### src/rtl/xbox_row_fetch_if.sv
// Memory read bus and vector output stream of xbox_row_fetch.
// master = fetch engine side, slave = memory/consumer side.
interface xbox_row_fetch_if #(
  parameter int LOG2_LINES_PER_MEM = 4
);
  logic [1:0][LOG2_LINES_PER_MEM-1:0] xlr_mem_addr;
  logic [1:0]                         xlr_mem_rd;
  logic [1:0][31:0]                   xlr_mem_be;
  logic [1:0][7:0][31:0]              xlr_mem_rdata;
  logic                               out_valid;
  logic                               out_ready;
  logic [7:0][31:0]                   out_vec_a;
  logic [7:0][31:0]                   out_vec_b;
  logic [LOG2_LINES_PER_MEM:0]        out_idx;
  logic                               out_last;

  modport master (
    output xlr_mem_addr, xlr_mem_rd, xlr_mem_be,
    input  xlr_mem_rdata,
    output out_valid, out_vec_a, out_vec_b, out_idx, out_last,
    input  out_ready
  );

  modport slave (
    input  xlr_mem_addr, xlr_mem_rd, xlr_mem_be,
    output xlr_mem_rdata,
    input  out_valid, out_vec_a, out_vec_b, out_idx, out_last,
    output out_ready
  );
endinterface

### src/rtl/xbox_row_fetch.sv
// Fetches a run of line pairs from XBOX memories 0/1 in lockstep and streams
// them as vector beats; reads are credit-limited by the output buffer depth.
module xbox_row_fetch #(
  parameter int LOG2_LINES_PER_MEM = 4,
  parameter int BUF_DEPTH          = 2
) (
  input  logic                          clk,
  input  logic                          rst_n,
  input  logic                          start,
  input  logic [LOG2_LINES_PER_MEM-1:0] base_addr_a,
  input  logic [LOG2_LINES_PER_MEM-1:0] base_addr_b,
  input  logic [LOG2_LINES_PER_MEM:0]   num_lines,
  output logic                          busy,
  output logic                          done,
  output logic                          err,
  xbox_row_fetch_if.master              bus
);
  localparam int L  = LOG2_LINES_PER_MEM;
  localparam int PW = (BUF_DEPTH > 1) ? $clog2(BUF_DEPTH) : 1;
  localparam int CW = $clog2(BUF_DEPTH + 1);
  localparam logic [L:0]  MAX_LINES = {1'b1, {L{1'b0}}};
  localparam logic [CW:0] DEPTH_W   = (CW+1)'(BUF_DEPTH);

  typedef enum logic [1:0] {
    S_IDLE  = 2'd0,
    S_FETCH = 2'd1,
    S_DRAIN = 2'd2
  } state_t;

  state_t r_state, w_state_nxt;

  logic [L-1:0]     r_base_a, r_base_b, r_addr_a, r_addr_b;
  logic [L:0]       r_num, r_issued, r_idx;
  logic             r_inflight, r_done, r_err;
  logic [CW-1:0]    r_count;
  logic [PW-1:0]    r_wr_ptr, r_rd_ptr;
  logic [7:0][31:0] r_buf_a [BUF_DEPTH];
  logic [7:0][31:0] r_buf_b [BUF_DEPTH];

  logic       w_accept, w_legal, w_valid, w_pop, w_last, w_credit_ok, w_issue;
  logic [CW:0] w_occ;

  function automatic logic [PW-1:0] ptr_inc(input logic [PW-1:0] p);
    return (p == PW'(BUF_DEPTH - 1)) ? PW'(0) : p + PW'(1);
  endfunction

  assign w_accept = start && (r_state == S_IDLE);
  assign w_legal  = (num_lines != '0) && (num_lines <= MAX_LINES);
  assign w_valid  = (r_count != '0);
  assign w_pop    = w_valid && bus.out_ready;
  assign w_last   = w_valid && (r_idx == (r_num - (L+1)'(1)));
  // A same-cycle pop frees a slot, so back-to-back reads sustain full rate.
  assign w_occ       = (CW+1)'(r_count) + (CW+1)'(r_inflight);
  assign w_credit_ok = (w_occ - (CW+1)'(w_pop)) < DEPTH_W;

  // State register
  always_ff @(posedge clk or negedge rst_n) begin
    if (!rst_n) begin
      r_state <= S_IDLE;
    end else begin
      r_state <= w_state_nxt;
    end
  end

  // Next-state logic
  always_comb begin
    w_state_nxt = r_state;
    case (r_state)
      S_IDLE:  w_state_nxt = (w_accept && w_legal) ? S_FETCH : S_IDLE;
      S_FETCH: w_state_nxt = (r_issued == r_num) ? S_DRAIN : S_FETCH;
      S_DRAIN: w_state_nxt = (w_pop && w_last) ? S_IDLE : S_DRAIN;
      default: w_state_nxt = S_IDLE;
    endcase
  end

  // Output decode: read issue, memory strobes and stream view of the buffer
  always_comb begin
    w_issue = (r_state == S_FETCH) && (r_issued != r_num) && w_credit_ok;
    if (w_issue) begin
      bus.xlr_mem_rd      = 2'b11;
      bus.xlr_mem_be      = {2{32'hFFFF_FFFF}};
      bus.xlr_mem_addr[0] = r_base_a + r_issued[L-1:0];
      bus.xlr_mem_addr[1] = r_base_b + r_issued[L-1:0];
    end else begin
      bus.xlr_mem_rd      = 2'b00;
      bus.xlr_mem_be      = '0;
      bus.xlr_mem_addr[0] = r_addr_a;
      bus.xlr_mem_addr[1] = r_addr_b;
    end
    bus.out_valid = w_valid;
    bus.out_vec_a = r_buf_a[r_rd_ptr];
    bus.out_vec_b = r_buf_b[r_rd_ptr];
    bus.out_idx   = r_idx;
    bus.out_last  = w_last;
    busy          = (r_state != S_IDLE);
    done          = r_done;
    err           = r_err;
  end

  // Run bookkeeping, read tracking and output buffer
  always_ff @(posedge clk or negedge rst_n) begin
    if (!rst_n) begin
      r_base_a   <= '0;
      r_base_b   <= '0;
      r_addr_a   <= '0;
      r_addr_b   <= '0;
      r_num      <= '0;
      r_issued   <= '0;
      r_idx      <= '0;
      r_inflight <= 1'b0;
      r_done     <= 1'b0;
      r_err      <= 1'b0;
      r_count    <= '0;
      r_wr_ptr   <= '0;
      r_rd_ptr   <= '0;
      for (int i = 0; i < BUF_DEPTH; i++) begin
        r_buf_a[i] <= '0;
        r_buf_b[i] <= '0;
      end
    end else begin
      r_inflight <= w_issue;
      r_done     <= w_accept ? !w_legal : ((r_state == S_DRAIN) && w_pop && w_last);
      if (w_accept) begin
        r_err    <= (num_lines > MAX_LINES);
        r_base_a <= base_addr_a;
        r_base_b <= base_addr_b;
        r_num    <= num_lines;
        r_issued <= '0;
        r_idx    <= '0;
      end else if (w_issue) begin
        r_issued <= r_issued + (L+1)'(1);
        r_addr_a <= bus.xlr_mem_addr[0];
        r_addr_b <= bus.xlr_mem_addr[1];
      end else begin
        r_issued <= r_issued;
      end
      // Returning data always has a free slot thanks to the issue credit.
      if (r_inflight) begin
        r_buf_a[r_wr_ptr] <= bus.xlr_mem_rdata[0];
        r_buf_b[r_wr_ptr] <= bus.xlr_mem_rdata[1];
        r_wr_ptr          <= ptr_inc(r_wr_ptr);
      end else begin
        r_wr_ptr <= r_wr_ptr;
      end
      if (w_pop) begin
        r_rd_ptr <= ptr_inc(r_rd_ptr);
        r_idx    <= r_idx + (L+1)'(1);
      end else begin
        r_rd_ptr <= r_rd_ptr;
      end
      r_count <= r_count + CW'(r_inflight) - CW'(w_pop);
    end
  end
endmodule

### src/flat_wrapper.sv
// flat-port wrapper written by rule: the top's interface ports become plain ports
module xbox_row_fetch_flat 
#(
  parameter int LOG2_LINES_PER_MEM = 4,
  parameter int BUF_DEPTH          = 2
)
  (clk, rst_n, start, base_addr_a, base_addr_b, num_lines, busy, done, err, bus_xlr_mem_addr, bus_xlr_mem_rd, bus_xlr_mem_be, bus_xlr_mem_rdata, bus_out_valid, bus_out_vec_a, bus_out_vec_b, bus_out_idx, bus_out_last, bus_out_ready);
  xbox_row_fetch_if #(.LOG2_LINES_PER_MEM(LOG2_LINES_PER_MEM)) bus_i ();
  input  logic clk;
  input  logic rst_n;
  input  logic start;
  input  logic [LOG2_LINES_PER_MEM-1:0] base_addr_a;
  input  logic [LOG2_LINES_PER_MEM-1:0] base_addr_b;
  input  logic [LOG2_LINES_PER_MEM:0] num_lines;
  output logic busy;
  output logic done;
  output logic err;
  output wire logic [$bits(bus_i.xlr_mem_addr)-1:0] bus_xlr_mem_addr;
  output wire logic [$bits(bus_i.xlr_mem_rd)-1:0] bus_xlr_mem_rd;
  output wire logic [$bits(bus_i.xlr_mem_be)-1:0] bus_xlr_mem_be;
  input wire logic [$bits(bus_i.xlr_mem_rdata)-1:0] bus_xlr_mem_rdata;
  output wire logic [$bits(bus_i.out_valid)-1:0] bus_out_valid;
  output wire logic [$bits(bus_i.out_vec_a)-1:0] bus_out_vec_a;
  output wire logic [$bits(bus_i.out_vec_b)-1:0] bus_out_vec_b;
  output wire logic [$bits(bus_i.out_idx)-1:0] bus_out_idx;
  output wire logic [$bits(bus_i.out_last)-1:0] bus_out_last;
  input wire logic [$bits(bus_i.out_ready)-1:0] bus_out_ready;
  assign bus_xlr_mem_addr = bus_i.xlr_mem_addr;
  assign bus_xlr_mem_rd = bus_i.xlr_mem_rd;
  assign bus_xlr_mem_be = bus_i.xlr_mem_be;
  assign bus_i.xlr_mem_rdata = bus_xlr_mem_rdata;
  assign bus_out_valid = bus_i.out_valid;
  assign bus_out_vec_a = bus_i.out_vec_a;
  assign bus_out_vec_b = bus_i.out_vec_b;
  assign bus_out_idx = bus_i.out_idx;
  assign bus_out_last = bus_i.out_last;
  assign bus_i.out_ready = bus_out_ready;
  xbox_row_fetch #(.LOG2_LINES_PER_MEM(LOG2_LINES_PER_MEM), .BUF_DEPTH(BUF_DEPTH)) u_core (.clk(clk), .rst_n(rst_n), .start(start), .base_addr_a(base_addr_a), .base_addr_b(base_addr_b), .num_lines(num_lines), .busy(busy), .done(done), .err(err), .bus(bus_i));
endmodule
### config.mk
export PLATFORM = sky130hd
export DESIGN_NAME = xbox_row_fetch_flat
export DESIGN_NICKNAME = d
export VERILOG_FILES = /design/src/rtl/xbox_row_fetch_if.sv /design/src/rtl/xbox_row_fetch.sv /design/src/flat_wrapper.sv
export SDC_FILE = /design/constraint.sdc
export NUM_CORES = 1
export LEC_CHECK = 0
export BUFFER_PORTS_ARGS = -buffer_cell sky130_fd_sc_hd__buf_2
export CAP_MARGIN = 20
export CORE_UTILIZATION = 25
export DETAILED_ROUTE_END_ITERATION = 16
export HOLD_SLACK_MARGIN = 0.06
export MAX_ROUTING_LAYER = met4
export SYNTH_ARGS = -nofsm -noshare
export SYNTH_HDL_FRONTEND = slang
export SYNTH_SLANG_ARGS = --single-unit
### constraint.sdc
create_clock -name clk -period 5.2 [get_ports clk]
set_clock_uncertainty 0.15 [all_clocks]
set_input_delay 0.26 -clock clk [delete_from_list [all_inputs] [get_ports clk]]
set_output_delay 0.26 -clock clk [all_outputs]
set_load 0.03 [all_outputs]
==> metrics.csv, run 1 <==
metric,value,unit
syn_inst,3014,
place.gp.congestion,0.842,
dr.first_iter.drc_count,1284,
multi_input_area,0.0185,mm²
clk_latency,770,ps
yosys_warnings,0,
wirelength,148,mm
finalHoldViolations,0,
outcome,completed,
maxCapViolCount,0,
cts_tree,built,
drive_gt1_share,61.1,%
hp-class,in -> reg,
synth_cell_type_count,42,
cts_resized,0,
htreeDepth,3,
first_pass_iters,4,
swShare,40.8,%
seqPwrFrac,32.6,%
final_util,35.6,%
dieArea,0.188,mm²
worstSetupEndpointType,output port,
dp.cells,6430,
grt_first_pass_wirelength,218,mm
crit_arrival,4370,ps
path_clk_slew,60,ps
drc,0,
tightest_slew,1050,ps
drv_slew,0,
grt_max_degree,155,
via_per_inst,4.30,
first_global_vias,34300,
antenna_found_initial,38,
track_usage,15.7,%
ys_ff_latch,1064,
fmax,209,MHz
synth-edff-count,0,
ys_seq_area_share,57.3,%
fin_ws,422,ps
ios,1125,
regArea,0.0266,mm²
power.density,670,mW/mm²
postRouteAntennaNets,0,
die_x,433,µm
rsz0062_at_grt,false,
fin_nets,5284,
die_y,433,µm
post_cts_buffers,0,
synth_nets,3558,
path_cells,"o21ai_1, inv_1, ha_1, inv_1, ha_1, fa_1, xnor2_1, nor3_4, o21ai_4, inv_1, buf_4, buf_2",
p_comb_share,47.1,%
syn_avg_cell_area,15.4,µm²
clkPwrFrac,20.2,%
instances_no_fill,7329,
core_area,0.184,mm²
finalCritPeriodShare,91.9,%
cts_buffer_depth,3,
crit_fanout,67,
nFillCells,17900,
clkSinkCount,1064,
rows,157,
cts-hold-fix-buffers,654,
area_growth,40.9,%
finalSetupViolations,0,
relSlewSlack,30.3,%
ys.flop_type,dfrtp_1,
internal_power,26.0,mW
numPortBuffers,1124,
overflow,0,
vias,31500,
critical-path-max-stage-delay,450,ps
wl_per_cell,20.1,µm
syn_area,0.0465,mm²
crit_slowest_cell,o21ai_1,
cpMostUsedCell,inv_1,
initial_core_util,25.3,%
cts_buffers,118,
setup_tns,0,ps
p_switching,17.9,mW
cp.required,4790,ps
fin_crit,4780,ps
dp_hpwl,107,mm
critPathLaunchType,flip-flop,
cts-root-buf,clkbuf_16,
worstSetupPathType,reg -> out,
dpl_worst_slack,1270,ps
async_flop_share,100,%
ir_drop,0.000432,V
leakagePower,30.0,nW
[power groups by stage]
stage | Clock, mW | Combinational (mW) | Sequential, mW
after floorplan | 0 | 14.5 | 13.7
after CTS | 9.16 | 21.0 | 14.3
after global routing | 9.48 | 21.8 | 14.8
after detailed placement | 0 | 20.4 | 14.4
after global placement | 0 | 20.2 | 14.1
final | 8.88 | 20.7 | 14.3
[state kept, by name, indices dropped and copies added, names as in the netlist]
name,cells
u_core.r_base_a,4
u_core.r_addr_a,4
u_core.r_buf_a,512
u_core.r_count,2
u_core.r_inflight,1
u_core.r_base_b,4
u_core.bus.out_idx,5
u_core.r_rd_ptr,1
u_core.err,1
u_core.r_addr_b,4
u_core.r_num,5
u_core.r_wr_ptr,1
u_core.r_buf_b,512
u_core.done,1
u_core.r_state,2
u_core.r_issued,5
[routing by layer]
metal  up-vias  global-route usage (%)  share of wire, %
met5         -                       -                 0
met4         0                    6.18               4.1
met3       228                    3.99               6.2
met2       858                    26.2                50
met1     16200                    17.9                40
li1      14200                       -                 -
[cells in the mapped netlist, types with 7 or more instances]
cell | count | area [µm²]
mux2i_1 | 7 | 70.1
inv_1 | 16 | 60.1
buf_2 | 152 | 761
dfrtp_1 | 1064 | 26600
mux2_2 | 1545 | 17400
o21ai_0 | 11 | 55.1
nand2_1 | 45 | 169
clkbuf_1 | 20 | 75.1
xnor2_1 | 14 | 123
ha_1 | 12 | 150
buf_4 | 66 | 495
nor2_1 | 7 | 26.3
xor2_1 | 7 | 61.3
[critical path, delay by kind of cell, from the launching register on]
family,cells,cell delay [ps]
xor+xnor,1,180
compound gates,2,710
flops,1,410
buf+inv,5,1050
fa+ha+maj,3,920
simple gates,1,300
[cells by family after synthesis]
logic type      Yosys count  synth area share [%]
mux                    1556                  37.7
flops                  1064                  57.3
buf+inv                 257                  3.03
simple gates             71                 0.697
compound gates           29                 0.431
xor+xnor                 22                 0.431
fa+ha+maj                15                 0.452
[cell usage in the layout, fill, tap and decap left out, types with 14 or more instances in the layout]
master,instances
buf_12,22
buf_2,1123
buf_4,47
clkbuf_1,18
clkbuf_16,119
clkbuf_8,36
clkinv_2,20
dfrtp_1,1063
diode_2,25
dlygate4sd3_1,653
inv_1,16
mux2_2,1545
nand2_1,44
xnor2_1,14
[final timing paths]
path / startpoint / to / cells after the start / slack, ps
max reg2reg: u_core.r_count[1] / u_core.r_inflight / 11 / 1590
min in group asynchronous: rst_n / u_core.r_buf_a[217] / 3 / 250
max: u_core.r_count[1] / bus_xlr_mem_be[27] / 12 / 420
min: bus_xlr_mem_rdata[372] / u_core.r_buf_b[116] / 3 / 140
min reg2reg: u_core.err / u_core.err / 2 / 340
max in group asynchronous: rst_n / u_core.r_buf_a[260] / 3 / 3790
[cell type report]
cell class,instances,area share (%)
Antenna cell,25,0.0955
Multi-Input combinational cell,1693,28.2
Clock buffer,173,5.40
Sequential cell,1064,40.6
Inverter,16,0.0917
Clock inverter,47,1.03
Timing Repair Buffer,1847,19.8
Tap cell,2464,4.71
[metrics by stage]
stage | total power [mW] | cell area (µm²) | hold slack (ps)
CTS | 44.4 | 65500 | 60.7
global route | 46.2 | 65500 | 87.1
detailed placement | 34.8 | 54700 | 217
floorplan | 28.2 | 46500 | -186
finish | 43.9 | 65500 | 140
global placement | 34.4 | 54700 | 211
(Power assumes the default switching activity.)
==> run 2: changes to the inputs <==
Settings changed: CORE_AREA set to 2 2 434 436, CORE_UTILIZATION 25 to not set, DIE_AREA set to 0 0 436 438.
==> run 2 against run 1 <==
- routed wire length up 0.16%
- sequential power about the same
- first-iteration DRC count up 4.0%
- utilization down 0.58 points
- highest routed layer unchanged
- maximum frequency up 0.42%
- combinational power about the same
==> metrics.csv, run 2 (synthesized netlist as in run 1, its figures left out) <==
metric,value,unit,change
outcome,completed,,unchanged
grt_use_met3,4.35,%,was 3.99%
cts_buffers,118,,unchanged
tightest_slew,910,ps,was 1050 ps
finalHoldViolations,0,,unchanged
critical-path-max-stage-delay,440,ps,was 450 ps
antenna_found_initial,50,,was 38
final_common_cell,mux2_2,,unchanged
critPathLaunchType,flip-flop,,unchanged
finalSetupViolations,0,,unchanged
critical_path_buf_inv_count,5,,unchanged
drive_gt1_share,60.8,%,was 61.1%
numPortBuffers,1124,,unchanged
dp.cells,6452,,was 6430
clk_latency,760,ps,was 770 ps
setup_tns,0,ps,unchanged
fin_nets,5278,,was 5284
drv_slew,0,,unchanged
cp.required,4790,ps,about the same
wirelength,148,mm,about the same
wl_per_cell,20.1,µm,about the same
dieArea,0.191,mm²,was 0.188 mm²
ir_drop,0.000439,V,was 0.000432 V
htreeDepth,3,,unchanged
p_total,43.8,mW,was 43.9 mW
crit_family,buffers and inverters,,unchanged
crit_fanout,67,,unchanged
die_y,438,µm,was 433 µm
via_per_inst,4.26,,was 4.30
grt_first_pass_wirelength,219,mm,was 218 mm
dp_hpwl,105,mm,was 107 mm
cpMostUsedCell,inv_1,,unchanged
finalCritPeriodShare,91.5,%,was 91.9%
grt_max_degree,131,,was 155
met2_usage,24.9,%,was 26.2%
fmax,210,MHz,was 209 MHz
ios,1125,,unchanged
crit_slowest_cell,o21ai_1,,unchanged
hp-class,in -> reg,,unchanged
cts_buffer_depth,3,,unchanged
area_growth,40.7,%,was 40.9%
first_pass_iters,4,,unchanged
cts_tree,built,,unchanged
maxCapViolCount,0,,unchanged
power.density,669,mW/mm²,was 670 mW/mm²
clkSinkCount,1064,,unchanged
place.gp.congestion,0.848,,was 0.842
rows,159,,was 157
die_x,436,µm,was 433 µm
core_area,0.187,mm²,was 0.184 mm²
fin_crit,4760,ps,was 4780 ps
reg_top3,"u_core.r_buf_a (512), u_core.r_buf_b (512)",,unchanged
track_usage,15.4,%,was 15.7%
relSlewSlack,39.3,%,was 30.3%
final_cell_mix,"mux2_2, buf_2, dfrtp_1, dlygate4sd3_1, clkbuf_16",,unchanged
overflow,0,,unchanged
cts-root-buf,clkbuf_16,,unchanged
postRouteAntennaNets,0,,unchanged
vias,31400,,was 31500
initial_core_util,24.9,%,was 25.3%
gr-usage-met1,17.8,%,was 17.9%
path_cells,"o21ai_1, inv_1, ha_1, inv_1, ha_1, fa_1, xnor2_1, nor3_4, o21ai_4, inv_1, buf_4, buf_2",,unchanged
first_global_vias,34300,,about the same
path_clk_slew,60,ps,about the same
dr.first_iter.drc_count,1335,,was 1284
worstSetupPathType,reg -> out,,unchanged
drc,0,,unchanged
grt.busiest_layer,met2,,unchanged
rsz0062_at_grt,false,,unchanged
instances_no_fill,7362,,was 7329
crit_arrival,4350,ps,was 4370 ps
worstSetupEndpointType,output port,,unchanged
leakagePower,29.9,nW,was 30.0 nW
final_util,35.1,%,was 35.6%
## run 2: changes by cell type in the layout (fill, tap and decap cells not counted), moves of 3 or more
cell           change
diode_2            +9
clkinvlp_4         +3
clkbuf_8           -9
dlygate4sd3_1      +3
buf_4              -5
clkbuf_1           +6
buf_12             -4
## run 2: worst paths after layout
check / startpoint / to / slack (ps) / cells past startpoint
setup / recovery: u_core.r_count[1] / bus_xlr_mem_be[9] / 440 / 12
max in group asynchronous: rst_n / u_core.r_buf_b[64] / 3810 / 4
hold reg to reg: u_core.r_buf_b[191] / u_core.r_buf_b[191] / 350 / 1
hold / removal: bus_xlr_mem_rdata[141] / u_core.r_buf_a[397] / 150 / 3
setup reg to reg: u_core.r_count[1] / u_core.r_inflight / 1560 / 11
min in group asynchronous: rst_n / u_core.r_buf_a[211] / 190 / 3
## run 2: routing by layer
metal,routed length (µm),share of wire (%),vias up
met4,6920,4.7,0
met2,71600,48,841
met1,60500,41,16100
li1,-,-,14200
met5,0,0,-
met3,8770,5.9,271
## run 2: layout make-up
type	count	area, µm²
fillers	18200	121000
flip-flops and latches	1064	26600
multi-input cells	1693	18500
repair buffers	1841	12900
clock buffers	169	3410
well taps	2495	3120
clock inverters	50	727
diodes	34	85.1
inverters	16	60.1
## run 2: worst register-to-register path: stages (launching register included)
cell     delay (ps)
dfrtp_1         420
o21ai_1         440
inv_1           210
ha_1            330
inv_1            40
ha_1            190
fa_1            430
xnor2_1         190
nor3_4          300
o21ai_4         270
inv_1           120
buf_4           400
## run 2: report_power, final
part / switching [mW] / internal, mW / leakage [nW]
clock: 3.62 / 5.18 / 2.02
combinational: 12.2 / 8.40 / 15.0
sequential: 2.05 / 12.3 / 12.9
## run 2: repair_timing
action / 4_1_cts / 5_1_grt
endpoints found under the hold margin: 1276 / 0
setup buffers: 0 / 0
resized for setup: 0 / 0
hold buffers: 657 / 0
## run 2: stage by stage
stage          instance area, µm²  setup slack (ps)  hold slack (ps)
2_1_floorplan               46500               973             -186
3_3_place_gp                54600              1280              207
3_5_place_dp                54600              1200              213
4_1_cts                     65300               344             60.7
5_1_grt                     65400               125             82.3
6_report                    65400               442              152
